--- src/rtl/dbus_ctrl_pkg.sv ---
// Shared types for the memory-stage data-bus controller and its helpers.
package dbus_ctrl_pkg;

    // Access size, encoded as log2 of the byte count.
    typedef enum logic [2:0] {
        MSIZE1 = 3'd0,
        MSIZE2 = 3'd1,
        MSIZE4 = 3'd2,
        MSIZE8 = 3'd3
    } msize_t;

    typedef logic [7:0] strobe_t;

    typedef enum logic [1:0] {
        IDLE  = 2'd0,
        REQ   = 2'd1,
        DONE  = 2'd2,
        DRAIN = 2'd3
    } dbus_ctrl_state_t;

endpackage

--- src/rtl/mem_align_check.sv ---
// Natural-alignment check for a memory access; shared with the load-extension path.
module mem_align_check
    import dbus_ctrl_pkg::*;
(
    input  logic [2:0] addr,
    input  msize_t     msize,
    output logic       misalign
);

    // An access is misaligned when any address bit below its size is set.
    always_comb begin
        misalign = 1'b0;
        case (msize)
            MSIZE2:  misalign = addr[0];
            MSIZE4:  misalign = |addr[1:0];
            MSIZE8:  misalign = |addr[2:0];
            default: misalign = 1'b0;
        endcase
    end

endmodule

--- src/rtl/dbus_ctrl.sv ---
// Memory-stage data-bus controller: accepts one load/store, checks alignment,
// holds a dbus request stable until completion and returns the raw read data.
module dbus_ctrl
    import dbus_ctrl_pkg::*;
#(
    parameter int ADDR_W = 64,
    parameter int DATA_W = 64
) (
    input  logic                  clk,
    input  logic                  reset,
    input  logic                  req_valid,
    input  logic                  req_write,
    input  logic [ADDR_W-1:0]     req_addr,
    input  logic [2:0]            req_msize,
    input  logic [DATA_W-1:0]     req_wdata,
    input  logic [DATA_W/8-1:0]   req_strobe,
    input  logic                  flush,
    input  logic                  out_ready,
    output logic                  dreq_valid,
    output logic [ADDR_W-1:0]     dreq_addr,
    output logic [2:0]            dreq_size,
    output logic [DATA_W/8-1:0]   dreq_strobe,
    output logic [DATA_W-1:0]     dreq_data,
    input  logic                  dresp_data_ok,
    input  logic [DATA_W-1:0]     dresp_data,
    output logic                  resp_valid,
    output logic [DATA_W-1:0]     resp_rdata,
    output logic                  resp_misalign,
    output logic                  stall
);

    localparam int STRB_W = DATA_W / 8;

    dbus_ctrl_state_t    state, state_next;
    logic [ADDR_W-1:0]   addr_q;
    msize_t              msize_q;
    logic                write_q;
    logic [DATA_W-1:0]   wdata_q;
    logic [STRB_W-1:0]   strobe_q;
    logic [DATA_W-1:0]   rdata_q;
    logic                misalign_q;
    logic                misalign;
    logic                accept;

    mem_align_check u_align (
        .addr     (req_addr[2:0]),
        .msize    (msize_t'(req_msize)),
        .misalign (misalign)
    );

    assign accept = (state == IDLE) && req_valid && !flush;

    // State register; reset drops every output-driving state immediately.
    always_ff @(posedge clk or posedge reset) begin
        if (reset) state <= IDLE;
        else       state <= state_next;
    end

    // Next-state and control outputs; bus-side outputs depend on state only.
    always_comb begin
        state_next = state;
        dreq_valid = 1'b0;
        resp_valid = 1'b0;
        stall      = 1'b0;
        case (state)
            IDLE: begin
                stall = accept;
                if (accept) state_next = misalign ? DONE : REQ;
            end
            REQ: begin
                dreq_valid = 1'b1;
                stall      = 1'b1;
                if (dresp_data_ok) state_next = flush ? IDLE : DONE;
                else if (flush)    state_next = DRAIN;
            end
            DRAIN: begin
                // A flushed transaction still has to complete on the bus.
                dreq_valid = 1'b1;
                stall      = 1'b1;
                if (dresp_data_ok) state_next = IDLE;
            end
            DONE: begin
                resp_valid = 1'b1;
                stall      = !out_ready;
                if (out_ready || flush) state_next = IDLE;
            end
            default: state_next = IDLE;
        endcase
    end

    // Request fields latched on acceptance, response captured on completion.
    always_ff @(posedge clk or posedge reset) begin
        if (reset) begin
            addr_q     <= '0;
            msize_q    <= MSIZE1;
            write_q    <= 1'b0;
            wdata_q    <= '0;
            strobe_q   <= '0;
            rdata_q    <= '0;
            misalign_q <= 1'b0;
        end else begin
            if (accept) begin
                addr_q     <= req_addr;
                msize_q    <= msize_t'(req_msize);
                write_q    <= req_write;
                wdata_q    <= req_wdata;
                strobe_q   <= req_write ? req_strobe : '0;
                rdata_q    <= '0;
                misalign_q <= misalign;
            end
            if ((state == REQ) && dresp_data_ok)
                rdata_q <= write_q ? '0 : dresp_data;
            if ((state == DONE) && (out_ready || flush))
                misalign_q <= 1'b0;
        end
    end

    assign dreq_addr     = addr_q;
    assign dreq_size     = msize_q;
    assign dreq_strobe   = strobe_q;
    assign dreq_data     = wdata_q;
    assign resp_rdata    = rdata_q;
    assign resp_misalign = misalign_q;

endmodule

--- config.mk ---
export PLATFORM = sky130hd
export DESIGN_NAME = dbus_ctrl
export DESIGN_NICKNAME = d
export VERILOG_FILES = /design/src/rtl/dbus_ctrl_pkg.sv /design/src/rtl/mem_align_check.sv /design/src/rtl/dbus_ctrl.sv
export SDC_FILE = /design/constraint.sdc
export NUM_CORES = 1
export LEC_CHECK = 0
export BUFFER_PORTS_ARGS = -buffer_cell sky130_fd_sc_hd__clkbuf_2
export CAP_MARGIN = 20
export CORE_AREA = 2 2 164 166
export CTS_CLUSTER_DIAMETER = 50
export CTS_CLUSTER_SIZE = 40
export DETAILED_ROUTE_END_ITERATION = 10
export DIE_AREA = 0 0 166 168
export SKIP_CTS_REPAIR_TIMING = 1
export SYNTH_ARGS = -nofsm -noshare
export SYNTH_HDL_FRONTEND = slang
export SYNTH_SLANG_ARGS = --single-unit
--- constraint.sdc ---
create_clock -name clk -period 6.1 [get_ports clk]
set_clock_uncertainty 0.2 [all_clocks]
set_input_delay 0.61 -clock clk [delete_from_list [all_inputs] [get_ports clk]]
set_output_delay 0.61 -clock clk [all_outputs]
set_load 0.05 [all_outputs]
==> results.toml <==
[worst_setup_path]
critPathKind = "reg2reg"
arrival_ns = 2.82
crit_path_max_fanout = 82
critPathSlowestCell = "buf_4"
path_cells = "or4b_4, buf_4, nand2b_1, o211a_1"
worstPathRequired_ns = 6.30
crit_buf_inv = 1
crit_family = "buffers and inverters"
max_stage_delay_ns = 0.79
startpoint_type = "register"
endpoint_kind = "register"

[detailed_routing]
viasPerCell = 4.38
first_pass_iters = 4
postRouteAntennaNets = 0
routedWlPerCell_um = 14.9
first_iter_violations = 431
totalWireLength_mm = 22.8
drc = 0
via_count = 6697

[logic_synthesis]
yosysSeqAreaShare = 0.661
synth_top_cell_by_area = "dfrtp_1"
synth_seq_cells = 207
yosysWarnings = 0
synth_area_um2 = 7840
synth.area.top_cells = "dfrtp_1, nand2_1, a22o_1, buf_6, buf_2"
ys.flop_type = "dfrtp_1"
synth_edf_count = 0
synth_fp_nets = 976
yosysMostFrequentCell = "nand2_1"
synth_cell_type_count = 26
synth_top_cell_area_share = 0.661
synthTopCellsByCount = "nand2_1, dfrtp_1, a22o_1"
synthArstFlopShare = 1.00
syn-instance-count = 766
syn_avg_cell_area_um2 = 10.2

[global_routing]
overflow = 0
antenna_found_initial = 0
grt_pass1_wl_mm = 36.1
grt_use_total = 0.157
grt_pass1_vias = 6832
grt_max_degree = 139

[die]
core-area_um2 = 26400
initial_core_util = 0.298
num_rows = 60
chipHeight_um = 168
die_w_um = 166
fp.dieArea_um2 = 27900
io_pins = 417

[sta]
finalHoldViolCount = 0
fin_setup_tns_ns = 0
rsz0062_at_grt = "false"
hold_slack_ns = 0.0649
setup_viol = 0
worst_slew_margin_rel = 0.401
fin_crit_ns = 2.62
worst_pin_slew_ns = 0.898
fin_crit_sh = 0.429
fmax_mhz = 382
drv_slew = 0

[cts]
clock-sinks = 207
cts_max_path_buffers = 3
htreeDepth = 1
cts_tree = "yes"
clock_latency_ns = 0.52
root_buffer = "clkbuf_16"
clkTransAtPathRegs_ns = 0.06
cts_inserted_buffers = 26

[flow_run]
drv_cap = 0

[finish]
drive_gt1_frac = 0.399
diodes = 0
layout.nets = 1378
syn_to_final_growth_pct = 40.5

[place]
gp_congestion = 0.812
hpwl_mm = 15.8
port_buffers = 416

[power]
cellLeakagePower_uw = 0.00640
powerDensity_nw_per_um2 = 532
peakVddDrop_mv = 0.389

[worst_hold_path]
min_path_type = "in2async"

[outcome]
status = "complete, no violations"
[report_power, final]
part	switching [uW]	internal [uW]	total [uW]
logic	1840	485	2330
clock network	646	935	1580
registers	206	1750	1950
[cells in the final DEF, fill, tap and decap left out, types with 3 or more instances in the layout]
| cell | instances |
|---|---|
| dfrtp_1 | 207 |
| a22o_1 | 64 |
| buf_4 | 7 |
| nand2_1 | 413 |
| nand2b_1 | 3 |
| inv_8 | 3 |
| nand3_1 | 8 |
| clkbuf_2 | 416 |
| inv_6 | 4 |
| clkbuf_16 | 27 |
| clkinv_8 | 3 |
[tightest hold or removal path: stages]
cell,delay [ns]
clkbuf_2,0.10
clkinvlp_4,0.07
buf_12,0.49
[through the flow]
stage               power [uW]  utilization  area, um2  instances  setup slack [ns]
floorplan                 3720            -       7850        766              2.60
global placement          4300        0.384      10100       1481              3.25
detailed placement        4320        0.384      10100       1481              3.26
CTS                       5930        0.418      11000       1528              3.46
global route              6150        0.418      11000       1528              3.26
finish                    5860        0.418      11000       1528              3.48
[sequential cells by signal, summed over array words and instances (netlist names)]
name and cells:
write_q 1, resp_misalign 1, state 2, resp_rdata 64, dreq_strobe 8, dreq_data 64, dreq_addr 64, dreq_size 3
[path summary, 6_finish.rpt]
kind	start	endpoint	slack (ns)	cells after the start
setup / recovery	state[0]	resp_misalign	3.48	4
min in group clk	req_addr[43]	dreq_addr[43]	0.07	3
hold reg to reg	dreq_strobe[1]	dreq_strobe[1]	0.27	2
setup reg to reg	state[0]	resp_misalign	3.48	4
max in group asynchronous	reset	resp_rdata[41]	4.11	4
hold / removal	reset	resp_rdata[4]	0.06	3
[per-layer routing]
layer / up-vias / global-route usage / part of all wire
met1: 3122 / 0.199 / 0.42
met2: 275 / 0.259 / 0.48
met4: 0 / 0.0518 / 0.027
met5: - / 0 / 0
li1: 3257 / - / -
met3: 43 / 0.0477 / 0.081
[cell type report]
| type | count | area (um2) |
|---|---|---|
| Multi-Input combinational cell | 507 | 2340 |
| Inverter | 2 | 11.3 |
| Clock buffer | 30 | 697 |
| Timing Repair Buffer | 424 | 2150 |
| Sequential cell | 207 | 5180 |
| Tap cell | 341 | 427 |
| Clock inverter | 17 | 213 |
| Fill cell | 2594 | 15300 |
[cells by family after synthesis]
family | after synthesis | synth area share
and+or+nand+nor | 432 | 0.214
DFF | 207 | 0.661
AOI/OAI and AO/OA | 74 | 0.0807
buffers and inverters | 52 | 0.0437
muxes | 1 | 0.00128
No activity file was read; power rests on OpenSTA's default activity.
